$ cat src/rtl/layer1_accumulator.sv
// Layer-1 neuron accumulator: streams pixels against per-node weights through a
// two-stage multiply/saturating-add pipeline and presents the final sums with a level trigger.
module layer1_accumulator #(
    parameter int NODES      = 4,
    parameter int NUM_INPUTS = 784,
    parameter int PIX_WIDTH  = 8,
    parameter int W_WIDTH    = 8,
    parameter int ACC_WIDTH  = 24
) (
    input  logic                         clk,
    input  logic                         rst_n,
    input  logic                         start,
    input  logic [NODES*ACC_WIDTH-1:0]   biasIn,
    input  logic [PIX_WIDTH-1:0]         pixelIn,
    input  logic [NODES*W_WIDTH-1:0]     weightsIn,
    input  logic                         pixelValid,
    output logic                         pixelReady,
    output logic [NODES*ACC_WIDTH-1:0]   sumIn,
    output logic                         trigger,
    input  logic                         consume,
    output logic                         busy
);

    localparam int PROD_W = PIX_WIDTH + W_WIDTH + 1;
    localparam int CNT_W  = (NUM_INPUTS > 1) ? $clog2(NUM_INPUTS) : 1;
    localparam logic [CNT_W-1:0] LAST_IDX = CNT_W'(NUM_INPUTS - 1);
    localparam logic signed [ACC_WIDTH-1:0] ACC_MAX = {1'b0, {(ACC_WIDTH-1){1'b1}}};
    localparam logic signed [ACC_WIDTH-1:0] ACC_MIN = {1'b1, {(ACC_WIDTH-1){1'b0}}};

    typedef enum logic [1:0] {
        S_IDLE  = 2'd0,
        S_ACCUM = 2'd1,
        S_DRAIN = 2'd2,
        S_DONE  = 2'd3
    } state_t;

    state_t                      state_q, state_d;
    logic [CNT_W-1:0]            cnt_q, cnt_d;
    logic                        drain_q, drain_d;
    logic                        prod_valid_q, prod_valid_d;
    logic signed [PROD_W-1:0]    prod_q [NODES];
    logic signed [PROD_W-1:0]    prod_d [NODES];
    logic signed [ACC_WIDTH-1:0] acc_q [NODES];
    logic signed [ACC_WIDTH-1:0] acc_d [NODES];
    logic                        accept_s;
    logic                        load_s;

    // Pixel is unsigned, so it is zero-extended before the signed multiply.
    function automatic logic signed [PROD_W-1:0] mul_px(
        input logic [PIX_WIDTH-1:0]      px,
        input logic signed [W_WIDTH-1:0] w
    );
        logic signed [PROD_W-1:0] a;
        logic signed [PROD_W-1:0] b;
        a = {{(PROD_W-PIX_WIDTH){1'b0}}, px};
        b = {{(PROD_W-W_WIDTH){w[W_WIDTH-1]}}, w};
        return a * b;
    endfunction

    // One guard bit exposes overflow; the guard bit carries the true sign for the clamp.
    function automatic logic signed [ACC_WIDTH-1:0] sat_add(
        input logic signed [ACC_WIDTH-1:0] a,
        input logic signed [PROD_W-1:0]    p
    );
        logic signed [ACC_WIDTH:0]    s;
        logic signed [ACC_WIDTH-1:0]  r;
        s = (ACC_WIDTH+1)'(a) + (ACC_WIDTH+1)'(p);
        if (s[ACC_WIDTH] != s[ACC_WIDTH-1]) begin
            r = s[ACC_WIDTH] ? ACC_MIN : ACC_MAX;
        end else begin
            r = s[ACC_WIDTH-1:0];
        end
        return r;
    endfunction

    // Next-state, counters and pipeline datapath.
    always_comb begin
        state_d      = state_q;
        cnt_d        = cnt_q;
        drain_d      = 1'b0;
        prod_d       = prod_q;
        acc_d        = acc_q;
        accept_s     = (state_q == S_ACCUM) && pixelValid;
        load_s       = start && ((state_q == S_IDLE) || (state_q == S_DONE));
        prod_valid_d = accept_s;

        case (state_q)
            S_IDLE: begin
                if (start) state_d = S_ACCUM;
                else       state_d = S_IDLE;
            end
            S_ACCUM: begin
                if (accept_s && (cnt_q == LAST_IDX)) state_d = S_DRAIN;
                else                                  state_d = S_ACCUM;
            end
            S_DRAIN: begin
                drain_d = ~drain_q;
                if (drain_q) state_d = S_DONE;
                else         state_d = S_DRAIN;
            end
            S_DONE: begin
                if (start)        state_d = S_ACCUM;
                else if (consume) state_d = S_IDLE;
                else              state_d = S_DONE;
            end
            default: state_d = S_IDLE;
        endcase

        if (load_s) begin
            cnt_d = {CNT_W{1'b0}};
        end else if (accept_s) begin
            cnt_d = (cnt_q == LAST_IDX) ? {CNT_W{1'b0}} : cnt_q + {{(CNT_W-1){1'b0}}, 1'b1};
        end else begin
            cnt_d = cnt_q;
        end

        for (int k = 0; k < NODES; k++) begin
            if (accept_s) begin
                prod_d[k] = mul_px(pixelIn, weightsIn[k*W_WIDTH +: W_WIDTH]);
            end else begin
                prod_d[k] = prod_q[k];
            end
            if (load_s) begin
                acc_d[k] = biasIn[k*ACC_WIDTH +: ACC_WIDTH];
            end else if (prod_valid_q) begin
                acc_d[k] = sat_add(acc_q[k], prod_q[k]);
            end else begin
                acc_d[k] = acc_q[k];
            end
        end
    end

    // State, pipeline and accumulator registers.
    always_ff @(posedge clk or negedge rst_n) begin
        if (!rst_n) begin
            state_q      <= S_IDLE;
            cnt_q        <= {CNT_W{1'b0}};
            drain_q      <= 1'b0;
            prod_valid_q <= 1'b0;
            for (int k = 0; k < NODES; k++) begin
                prod_q[k] <= {PROD_W{1'b0}};
                acc_q[k]  <= {ACC_WIDTH{1'b0}};
            end
        end else begin
            state_q      <= state_d;
            cnt_q        <= cnt_d;
            drain_q      <= drain_d;
            prod_valid_q <= prod_valid_d;
            prod_q       <= prod_d;
            acc_q        <= acc_d;
        end
    end

    // Outputs decode registered state and accumulators only.
    always_comb begin
        sumIn      = {(NODES*ACC_WIDTH){1'b0}};
        pixelReady = (state_q == S_ACCUM);
        trigger    = (state_q == S_DONE);
        busy       = (state_q != S_IDLE);
        for (int k = 0; k < NODES; k++) begin
            sumIn[k*ACC_WIDTH +: ACC_WIDTH] = acc_q[k];
        end
    end

endmodule

$ cat config.mk
export PLATFORM = sky130hd
export DESIGN_NAME = layer1_accumulator
export DESIGN_NICKNAME = d
export VERILOG_FILES = /design/src/rtl/layer1_accumulator.sv
export SDC_FILE = /design/constraint.sdc
export NUM_CORES = 1
export LEC_CHECK = 0
export CORE_ASPECT_RATIO = 1.75
export CORE_MARGIN = 5
export CORE_UTILIZATION = 60
export DETAILED_ROUTE_END_ITERATION = 10
export GPL_TIMING_DRIVEN = 0
export PLACE_DENSITY_LB_ADDON = 0.15
export SLEW_MARGIN = 10
export SYNTH_ARGS = -nofsm -noshare
export SYNTH_HDL_FRONTEND = slang
export SYNTH_SLANG_ARGS = --single-unit
$ cat constraint.sdc
create_clock -name clk -period 8 [get_ports clk]
set_input_delay 1.6 -clock clk [delete_from_list [all_inputs] [get_ports clk]]
set_output_delay 1.6 -clock clk [all_outputs]
set_load 0.01 [all_outputs]
==> Word level (Yosys, flattened, before mapping) <==
Index checks and enable logic that the tools add are counted.
{ "word_totals": {"regBits": 178, "in_bits": 141} }
{ "op_classes": {"addsub": 5, "multipliers": 4, "eq_ne": 8, "n_mux": 26, "bitwise": 1, "n_reduce_logical": 8} }
{ "op_table": {"columns": ["operator", "n"], "rows": [
  ["$mux 24", 16],
  ["$add 24x17->25", 4],
  ["$mul 9x8->17", 4],
  ["$mux 10", 3],
  ["$add 10x1->10 const B", 1],
  ["$eq 10x10->1 const B", 1],
  ["$pmux 2 s4", 1],
  ["$mux 2", 3],
  ["$reduce_bool 2->1", 3],
  ["$eq 2x2->1 const B", 2],
  ["$ne 1x1->1", 4],
  ["$logic_and 1x1->1", 3],
  ["$mux 1", 3],
  ["$eq 2x1->1 const B", 1],
  ["$logic_not 2->1", 1],
  ["$logic_or 1x1->1", 1],
  ["$not 1->1", 1]
]} }

==> Logic depth before layout (Yosys ltp) <==
{ "depth": {"depth_word": 5, "depth_mapped": 21} }

==> Worst setup path after synthesis <==
OpenSTA, ideal clock, no wires.
{ "synth_path": {"path_type": "input -> register", "start": "input pixelIn[7]", "end": "register prod_q[33] (netlist bit)", "setup_ns": 0.082, "arrival_ns": 5.566, "required_time_ns": 7.918, "slack_ns": 2.352, "path_stages": 17, "n_path_buf": 1, "path_cell_list": "clkbuf_1 nand2_1 fa_1 fa_1 inv_1 fa_1 inv_1 fa_1 inv_1 ha_1 o21ai_0 a21o_1 a21o_1 a21oi_1 nor3_1 or3_1 a31oi_1"} }
{ "synth_between": {"elab_chain_len": 1} }
{ "synth_rtl": {"columns": ["item", "line", "source"], "rows": [
  ["start: declaration", "14", "input logic [PIX_WIDTH-1:0] pixelIn,"],
  ["$mul 9x8->17", "57", "return a * b;"],
  ["end signal: indexed assignment", "141", "prod_q[k] <= {PROD_W{1'b0}};"],
  ["end signal: assignment", "149", "prod_q <= prod_d;"],
  ["end: declaration", "41", "logic signed [PROD_W-1:0] prod_q [NODES];"]
]} }
Every way passes these cells.
A chain may end at the register's enable or synchronous reset.

==> Worst setup path after layout <==
{ "layout_path": {"start": "input pixelIn[3]", "end": "register prod_q[33] (netlist bit)"} }
Same word-level chain as after synthesis.

==> impl_metrics.yaml <==
timing:
  finClkSkew_ns: 0.0163
  drv_slew: 0
  rsz0062_at_grt: "false"
  finalWorstSetupSlack_ns: 1.41
  setup_viol: 0
  hold_slack_ns: 0.442
  layout_worst_path_cycle_share_pct: 82.3
  max_slew_margin_pct: 25.0
  min_period_ns: 6.59
  max_freq_ghz: 0.152
  hold_viol: 0
  tightest_slew_ns: 1.10
run_status:
  status: "completed"
floorplanning:
  initial_utilization_pct: 60.8
  num_io_pins: 240
  core_sq_um: 36100
  die_w_um: 155
  rows: 92
  die_area_sq_um: 40700
  die_y_um: 263
clocking:
  clock_latency_ns: 0.47
  cts_buffers: 17
  cts-resized-gates: 0
  clockBufferDepth: 2
  ctsHtreeMaxLevel: 4
  clkTransAtPathRegs_ns: 0.07
  post_cts_buffers: 0
  cts_tree: "yes"
  root_buffer: "clkbuf_16"
  cts.sinks: 178
  postCtsHoldBufs: 0
power:
  p_per_area_nw_per_um2: 440
  power.switching_uw: 5920
  p_sw_share_pct: 52.7
  clockPowerShare_pct: 7.4
  cellInternalPower_uw: 5330
  cellLeakagePower_uw: 0.0121
  seqPwrFrac_pct: 16.4
  peakVddDrop_mv: 0.201
  power_frac_comb_pct: 76.3
grt:
  grt_pass1_wl_um: 115000
  first_global_vias: 21800
  grt_overflow_total: 0
  grt_max_degree: 104
  track_usage_pct: 35.5
  antenna_found_initial: 0
cells_and_area:
  diodes: 0
  seq_area_sq_um: 4450
  nets: 3493
  design_area_sq_um: 25600
  drive_gt1_share_pct: 2.48
  multi_input_area_sq_um: 16000
  final_common_cell: "nand2_1"
  syn_to_final_growth_pct: 16.4
  final_cell_mix: "nand2_1, inv_1, ha_1"
  num-fill-cells: 3015
drt:
  dr.pass1.iters: 5
  wl_um: 73000
  viasPerCell: 6.14
  post-route-drc-count: 0
  num_vias: 20900
  antenna_left: 0
  drt_iter0_drc: 1435
  avgRoutedWirePerCell_um: 21.4
logic_synthesis:
  ys_seq_area_share_pct: 20.3
  synth_cell_types: 84
  yosys.area.top_type: "dfrtp_1"
  synth_cells: 2666
  synth_ff_type: "dfrtp_1"
  yosysTopAreaCellShare_pct: 20.3
  async_reset_ff_share_pct: 100
  postSynthRegisterBits: 178
  synth_edf_count: 0
  syn_area_per_cell_sq_um: 8.24
  synth_area_leaders: "dfrtp_1, ha_1, fa_1"
  yosysWarnings: 0
  syn_nets: 3233
  syn_area_sq_um: 22000
worst_setup_path:
  worstPathCellList: "clkdlybuf4s50_1, clkbuf_1, and2_1, ha_1, inv_1, fa_1, inv_1, ha_1, inv_1, fa_1, inv_1, ha_1, inv_1, fa_1, nor2b_1, o21ai_0, a21o_1, a21o_1, a21oi_1, nor3_1, or3_1, a31oi_1"
  cp_num_buf_inv: 7
  cp.arrival_ns: 6.98
  crit_top_cell: "inv_1"
  worstPathMaxFanout: 10
  path_delay_family: "adder cells"
  crit_path_max_incr_delay_ns: 0.62
  worst_setup_path_start_kind: "input pin"
  critPathKind: "in2reg"
  critPathCaptureType: "register"
  cp.required_ns: 8.39
  cp_slowest_cell: "clkbuf_1"
placed_design:
  portBuffers: 239
  dp_hpwl_um: 59700
  gp_congestion: 0.987
  place_area_sq_um: 25000
  place_ws_ns: 1.10
run:
  drv_cap: 0
hold_path:
  hold_path_class: "reg2reg"
-- metal layers --
layer	track usage, %	wire [um]	vias to the layer above
met2	62.6	36600	908
met4	22.5	5380	0
li1	-	-	9626
met5	0	0	-
met3	5.26	4710	247
met1	39.6	26300	10200
-- per-stage QoR --
step | utilization (%) | setup TNS, ns | instances | total power [uW]
floorplan | - | 0 | 2666 | 7650
global placement | 69.0 | -356.53 | 3375 | 9980
detailed placement | 69.2 | 0 | 3377 | 10200
CTS | 70.7 | 0 | 3409 | 11100
global route | 70.7 | 0 | 3409 | 12200
finish | 70.7 | 0 | 3409 | 11200
-- registers in the layout, summed over array words and instances, names as in the netlist --
register and cells:
state_q 2, prod_q 68, drain_q 1, prod_valid_q 1
sumIn 96, cnt_q 10
-- cells in the mapped netlist (all sizes together), types with 5 or more instances --
cell type,n
and2,167
a221oi,6
a2111oi,10
nand3,48
a21o,52
or3,67
o211ai,18
nand3b,6
o21a,13
nand2b,40
nor2b,12
mux2i,9
xnor2,69
ha,274
xor2,41
o21ai,209
buf,15
nor2,123
and3,23
a21oi,193
or2,6
o221ai,10
o31ai,14
o22ai,8
inv,300
a31oi,16
a211o,5
a32oi,7
o21bai,24
clkbuf,90
nor3b,6
nand2,315
nor3,45
fa,152
nand4,9
dfrtp,178
a211oi,14
a41oi,6
-- power by group through the flow --
stage | registers, uW | logic (uW) | clock network [uW]
floorplan | 1730 | 5920 | 0
detailed placement | 1830 | 8390 | 0
finish | 1840 | 8580 | 831
global route | 1870 | 9430 | 867
CTS | 1820 | 8460 | 833
global placement | 1820 | 8160 | 0
-- final timing paths --
path,slack [ns],to,cells past startpoint,start
max reg2reg,3.67,sumIn[68],12,sumIn[48]
min reg2reg,0.44,drain_q,1,drain_q
min in group asynchronous,0.90,sumIn[22],1,rst_n
min,0.44,drain_q,1,drain_q
max,1.41,prod_q[33],22,pixelIn[3]
max in group asynchronous,6.04,sumIn[58],3,rst_n
-- logic make-up after synthesis --
group / share of synthesized area (%)
and+or+nand+nor: 19.8
AOI/OAI and AO/OA: 18.3
adders and majority gates: 29.6
buffers and inverters: 7.06
DFF: 20.3
xor gates and xnor gates: 4.39
muxes: 0.632
-- cell type report --
type | instances | area share (%)
multi-input cells | 2082 | 62.4
flip-flops and latches | 178 | 17.4
repair buffers | 241 | 9.59
inverters | 301 | 4.42
well taps | 470 | 2.30
clock buffers | 19 | 1.73
plain buffers | 105 | 1.64
clock inverters | 13 | 0.475
Note: power is estimated with default switching activity, not from simulation.
